**config.mk**
```make
export PLATFORM = sky130hd
export DESIGN_NAME = exec_responder
export DESIGN_NICKNAME = d
export VERILOG_FILES = /design/src/rtl/exec_responder.sv
export SDC_FILE = /design/constraint.sdc
export NUM_CORES = 2
export LEC_CHECK = 0
export CAP_MARGIN = 40
export CELL_PAD_IN_SITES_DETAIL_PLACEMENT = 0
export CELL_PAD_IN_SITES_GLOBAL_PLACEMENT = 2
export CORE_MARGIN = 3
export CORE_UTILIZATION = 40
export DETAILED_ROUTE_END_ITERATION = 7
export GPL_TIMING_DRIVEN = 0
export PLACE_DENSITY_LB_ADDON = 0.2
export SLEW_MARGIN = 20
export SYNTH_ARGS = -nofsm -noshare
export SYNTH_HDL_FRONTEND = slang
export SYNTH_SLANG_ARGS = --single-unit
export TNS_END_PERCENT = 30
```
**constraint.sdc**
```tcl
create_clock -name clk -period 3.2 [get_ports clk]
set_input_delay 0.96 -clock clk [delete_from_list [all_inputs] [get_ports clk]]
set_output_delay 0.96 -clock clk [all_outputs]
set_load 0.02 [all_outputs]
```
**src/rtl/exec_responder.sv**
```systemverilog
// Operand-request responder: integer register file plus the RV32I ALU that
// serves the decoder's two operand beats and acknowledges with alu_op_done.
module exec_responder #(
    parameter int DATA_W = 32,
    parameter int REG_AW = 5
) (
    input  logic              clk,
    input  logic              reset_n,
    input  logic              rs_valid,
    input  logic              rs_sel,
    input  logic [REG_AW-1:0] rs_addr,
    input  logic              rs_store,
    input  logic              alu_imme_rs2_sel,
    input  logic [DATA_W-1:0] alu_imme,
    input  logic [3:0]        alu_opcode,
    input  logic [REG_AW-1:0] rd_addr,
    output logic              alu_op_done,
    output logic              mem_req,
    output logic [DATA_W-1:0] mem_addr,
    output logic              wb_valid,
    output logic [REG_AW-1:0] wb_addr,
    output logic [DATA_W-1:0] wb_data,
    output logic              proto_err
);
    localparam int NREG = 1 << REG_AW;

    typedef enum logic [1:0] {
        WAIT_A = 2'd0,
        WAIT_B = 2'd1,
        EXEC   = 2'd2,
        DONE   = 2'd3
    } state_t;

    state_t            state_r;
    logic [DATA_W-1:0] regs_r [NREG];
    logic [DATA_W-1:0] op_a_r;
    logic [DATA_W-1:0] op_b_r;
    logic [DATA_W-1:0] res_r;
    logic              b_is_imm_r;
    logic              is_mem_r;
    logic [DATA_W-1:0] rd_data_s;
    logic [DATA_W-1:0] alu_s;
    logic [2:0]        op_sel_s;
    logic              sub_s;
    logic [4:0]        shamt_s;
    logic              wr_en_s;
    logic              unused_s;

    // Beat order alone decides rs1/rs2, so rs_sel carries no information here.
    assign unused_s = rs_sel;

    // The write uses the wb_addr captured with the result; x0 is never stored.
    assign wr_en_s = (state_r == DONE) && !is_mem_r && (wb_addr != '0);

    // Combinational register read, x0 hardwired to zero, write-first on collision.
    always_comb begin
        rd_data_s = '0;
        if (rs_addr == '0) begin
            rd_data_s = '0;
        end else if (wr_en_s && (wb_addr == rs_addr)) begin
            rd_data_s = res_r;
        end else begin
            rd_data_s = regs_r[rs_addr];
        end
    end

    // ALU: memory requests always compute base + offset.
    always_comb begin
        op_sel_s = is_mem_r ? 3'b000 : alu_opcode[2:0];
        sub_s    = !is_mem_r && alu_opcode[3] && !b_is_imm_r;
        shamt_s  = op_b_r[4:0];
        alu_s    = '0;
        case (op_sel_s)
            3'b000:  alu_s = sub_s ? (op_a_r - op_b_r) : (op_a_r + op_b_r);
            3'b001:  alu_s = op_a_r << shamt_s;
            3'b010:  alu_s = DATA_W'($signed(op_a_r) < $signed(op_b_r));
            3'b011:  alu_s = DATA_W'(op_a_r < op_b_r);
            3'b100:  alu_s = op_a_r ^ op_b_r;
            3'b101:  alu_s = alu_opcode[3] ? DATA_W'($signed(op_a_r) >>> shamt_s)
                                           : (op_a_r >> shamt_s);
            3'b110:  alu_s = op_a_r | op_b_r;
            3'b111:  alu_s = op_a_r & op_b_r;
            default: alu_s = '0;
        endcase
    end

    // Register file storage.
    always_ff @(posedge clk or negedge reset_n) begin
        if (!reset_n) begin
            for (int i = 0; i < NREG; i++) begin
                regs_r[i] <= '0;
            end
        end else if (wr_en_s) begin
            regs_r[wb_addr] <= res_r;
        end
    end

    // Request FSM with registered completion, writeback and address outputs.
    always_ff @(posedge clk or negedge reset_n) begin
        if (!reset_n) begin
            state_r     <= WAIT_A;
            op_a_r      <= '0;
            op_b_r      <= '0;
            res_r       <= '0;
            b_is_imm_r  <= 1'b0;
            is_mem_r    <= 1'b0;
            alu_op_done <= 1'b0;
            mem_req     <= 1'b0;
            mem_addr    <= '0;
            wb_valid    <= 1'b0;
            wb_addr     <= '0;
            wb_data     <= '0;
            proto_err   <= 1'b0;
        end else begin
            alu_op_done <= 1'b0;
            mem_req     <= 1'b0;
            wb_valid    <= 1'b0;
            case (state_r)
                WAIT_A: begin
                    if (rs_valid) begin
                        op_a_r  <= rd_data_s;
                        state_r <= WAIT_B;
                    end
                end
                WAIT_B: begin
                    if (rs_valid) begin
                        op_b_r     <= alu_imme_rs2_sel ? alu_imme : rd_data_s;
                        b_is_imm_r <= alu_imme_rs2_sel;
                        is_mem_r   <= rs_store;
                        state_r    <= EXEC;
                    end
                end
                EXEC: begin
                    res_r       <= alu_s;
                    alu_op_done <= 1'b1;
                    if (is_mem_r) begin
                        mem_req  <= 1'b1;
                        mem_addr <= alu_s;
                    end else begin
                        wb_valid <= 1'b1;
                        wb_addr  <= rd_addr;
                        wb_data  <= alu_s;
                    end
                    if (rs_valid) begin
                        proto_err <= 1'b1;
                    end
                    state_r <= DONE;
                end
                DONE: begin
                    if (rs_valid) begin
                        proto_err <= 1'b1;
                    end
                    state_r <= WAIT_A;
                end
                default: state_r <= WAIT_A;
            endcase
        end
    end
endmodule

```
==> qor.log <==
[floorplan] initial standard-cell utilization of the core 40.43%
[power] total power density per cell area 1038 nW/um^2
[timing] share of the clock period used by the worst path after layout 107.8%
[floorplan] number of placement rows 143
[run] max capacitance violation total 0
[floorplan] Placeable Area 152400 um^2
[timing] Final Hold Vio Count 0
[yosys] post-synth net total 5080
[detailed_routing] WL per Instance 34.96 um
[final_layout] Register Area 30020 um^2
[detailed_routing] 1st-iter DRT viols 4444
[timing] worst hold margin 0.1494 ns
[global_routing] global-route wire length before repair 367300 um
[yosys] Cell Area, Synth 61630 um^2
[cts] number of buffers added by the clock tree synthesis step 138
[timing] final number of setup-violating endpoints 96
[critical_path] data arrival time of the critical path 4.07 ns
[power] sequential power share 31.6%
[floorplan] y dimension of the die 398.5 um
[power] internal cell power 0.04455 W
[global_routing] vias in the first global route 45770
[place] total of buffers placed on input and output ports 119
[global_routing] global router's overall resource usage 33.04%
[power] fraction of power consumed by the clock network 20.0%
[power] worst IR drop on VDD 0.5553 mV
[critical_path] Worst Reg2Reg Path Length in Cells 15
[critical_path] highest cell delay on the worst timing path 0.54 ns
[critical_path] slowest stage cell on the critical path or4b_4
[critical_path] Crit. Startpoint op_b_r[3]$_DFFE_PN0P_
[final_layout] commonest non-fill, non-tap cells in the layout dfrtp_1 (1147), mux2_2 (1021), clkbuf_1 (285)
[yosys] synthesized area divided by synthesized cell count 12.52 um^2
[critical_path] top fanout value on the critical path 5
[power] Comb power frac 48.4%
[critical_path] category of the critical setup timing path reg2reg
[yosys] number of flip-flops and latches in the synthesized netlist 1197
[floorplan] die area 158800 um^2
[critical_path] Critical Path RT 3.82 ns
[global_routing] largest net degree at the start of global routing 144
[outcome] run status finished, violations left
[final_layout] share of layout cells above drive strength 1 41.90%
[critical_path] Worst setup EP type flop
[cts] Max H-tree Level 4
[power] Switching Fraction 42.81%
[timing] fmax 289.8 MHz
[critical_path] path length in cells of the critical path 15
[critical_path] critical path cell sequence inv_4, ha_4, buf_12, nor2_4, and3b_2, nor4_4, buf_4, buf_6, o21a_4, or4b_4, nand2_2, mux2i_1, a311oi_2, buf_4, a21oi_2
[critical_path] worst reg2reg path startpoint op_b_r[3]$_DFFE_PN0P_
[final_layout] Post-layout nets 5567
[cts] post-CTS clock slew at the launch and capture registers of the worst setup and hold paths 0.06 ns
[final_layout] post-route non-filler standard cell count 7545
[global_routing] initial antenna violation count 13
[timing] worst max-slew margin expressed relative to the limit 38.69%
[cts] CTS max path bufs 3
[yosys] Post-Synthesis Cells 4924
[detailed_routing] remaining design rule violation count 0
[power] static leakage power 33.66 nW
[yosys] share of the yosys chip area belonging to registers 48.61%
[final_layout] most common library cell in the layout ignoring fill and taps dfrtp_1
[yosys] share of flip-flops with an asynchronous set or reset after synthesis 100.0%
[detailed_routing] routed wire length 263800 um
[global_routing] grt ovf 0
[timing] worst clock skew 0.05799 ns
[critical_path] CP bufs+invs 5
[final_layout] fill cell total of the finished layout 13750
[final_layout] area used by multi-input combinational logic 31410 um^2
[cts] clock sink count 1197
[floorplan] die width 398.5 um
[yosys] main flop type after synthesis dfrtp_1
[yosys] Ys Warns 0
[critical_path] Top delay family on crit path simple AND/OR/NAND/NOR gates
[timing] transition time at the pin with the least slew margin 0.9196 ns
[floorplan] I/O Pins 125
[outcome] failing checks negative setup slack
[yosys] EDFF count, synth 0
[place] gpl congestion 1.006
[detailed_routing] total number of vias 46260
[yosys] Netlist cell types 80
[cts] root buffer cell clkbuf_16
[cts] hold_buf cts 0
[hold_path] class of the tightest hold or removal check in2async
[critical_path] nature of the critical path startpoint flop
[detailed_routing] per-cell via count in the routed design 6.131
[detailed_routing] Pre-antenna DRT Iters 5
[place] pre-CTS setup slack -2.857 ns
[final_layout] P&R area growth vs syn 21.74%
[cts] clock insertion delay at the later pin of the skew report 0.81 ns
[final_layout] Final Util 49.22%
[place] post-DP HPWL 198700 um
[timing] unrepaired setup endpoints after global routing true
[timing] time the worst path needs with I/O delays and setup 3.451 ns
[cts] CTS tree done
[detailed_routing] final antenna-violating net count 0
[critical_path] most common cell type on the critical path buf_4
[power] net load switching power 0.03335 W
[timing] number of pins exceeding their max-slew limit in the final report 0
[timing] final worst-path setup slack -0.2512 ns
[place] Post-Place Cells 7174
==> final timing paths <==
path,to,slack (ns)
max,res_r[23]$_DFFE_PN0P_,-0.25
min,regs_r[356]$_DFFE_PN0P_,0.15
max reg2reg,res_r[23]$_DFFE_PN0P_,-0.25
min reg2reg,regs_r[1008]$_DFFE_PN0P_,0.45
max in group asynchronous,regs_r[657]$_DFFE_PN0P_,0.56
min in group clk,regs_r[1008]$_DFFE_PN0P_,0.45
==> synthesized netlist by cell type, types with 12 or more instances <==
cell,number,area share [%]
nor3_1,49,0.40
a31oi_1,17,0.17
nand2_1,279,1.7
nand2b_1,29,0.29
nor4_1,12,0.12
nor2b_1,17,0.17
inv_1,99,0.60
nand3_1,42,0.34
and2_1,17,0.17
mux2_2,1021,19
ha_1,102,2.1
a21oi_1,207,1.7
o221ai_1,19,0.27
nor2_1,217,1.3
o21ai_0,248,2.0
a211oi_1,71,0.86
and3_1,26,0.26
clkbuf_1,373,2.3
xnor2_1,26,0.37
a221o_1,15,0.24
dfrtp_1,1197,49
o31ai_1,17,0.21
mux2i_1,153,2.5
o21bai_1,15,0.18
o21a_1,12,0.15
o22ai_1,55,0.56
a21o_1,15,0.18
buf_2,53,0.43
buf_1,33,0.20
a221oi_1,33,0.47
o211ai_1,30,0.37
mux4_2,279,10
==> per-stage QoR <==
| stage | power [W] | TNS, ns | area, um^2 |
|---|---|---|---|
| after floorplan | 0.04094 | -1.042 | 61680 |
| final | 0.07790 | -5.301 | 75030 |
| after detailed placement | 0.05565 | -865.99 | 66740 |
| after global routing | 0.08077 | -9.351 | 75010 |
| after global placement | 0.05488 | - | 65410 |
| after CTS | 0.07528 | -4.891 | 73800 |
==> registers in the layout, summed over array words and instances (netlist names) <==
name and cells:
alu_op_done 1, b_is_imm_r 1, is_mem_r 1, mem_addr 32
mem_req 1, op_a_r 32, op_b_r 32, proto_err 1
regs_r 1024, res_r 32, state_r 2, wb_addr 5
wb_data 32, wb_valid 1
==> layout make-up <==
cell class	instances	share of cell area, %
well taps	2030	3.385
inverters	107	0.5970
repair buffers	358	4.981
flip-flops and latches	1197	40.01
clock inverters	41	0.6654
diodes	7	0.02335
multi-input cells	3155	41.86
plain buffers	454	3.252
clock buffers	196	5.227
==> power by group through the flow <==
| stage | clock network (W) | registers (W) | logic [W] |
|---|---|---|---|
| detailed placement | 0 | 0.0249 | 0.0308 |
| floorplan | 0 | 0.0233 | 0.0177 |
| CTS | 0.0159 | 0.0245 | 0.0349 |
| finish | 0.0156 | 0.0246 | 0.0377 |
| global route | 0.0165 | 0.0251 | 0.0392 |
| global placement | 0 | 0.0250 | 0.0299 |
==> routing by layer <==
layer | global-route usage, % | routed length, um | share of wire [%] | up-vias
met5 | 0 | 30 | 0.011 | -
met2 | 49.16 | 114400 | 43 | 1975
li1 | - | - | - | 19130
met3 | 5.846 | 19560 | 7.4 | 487
met1 | 46.67 | 113600 | 43 | 24660
met4 | 16.15 | 16220 | 6.1 | 4
==> what timing repair did <==
| action | 4_1_cts | 5_1_grt |
|---|---|---|
| endpoints found under the hold margin | 0 | 0 |
| endpoints found under the setup margin | 1106 | 335 |
| resized for setup | 586 | 191 |
| pin swaps | 75 | 75 |
| gates cloned | 0 | 2 |
| setup buffers | 74 | 57 |
==> worst reg2reg max path, stage by stage, from the launching register on <==
cell	delay, ns
dfrtp_2	0.47
inv_4	0.17
ha_4	0.25
buf_12	0.13
nor2_4	0.13
and3b_2	0.24
nor4_4	0.04
buf_4	0.17
buf_6	0.11
o21a_4	0.22
or4b_4	0.54
nand2_2	0.07
mux2i_1	0.07
a311oi_2	0.39
buf_4	0.22
a21oi_2	0.05
==> cells by family after synthesis <==
logic type	after synthesis	share of synthesized area, %
muxes	1453	31.34
DFF	1197	48.61
AOI/OAI and AO/OA	826	8.399
and+or+nand+nor	743	5.476
buffers and inverters	572	3.634
adders and majority gates	104	2.136
xor gates and xnor gates	29	0.4122
No activity file was read; power rests on OpenSTA's default activity.
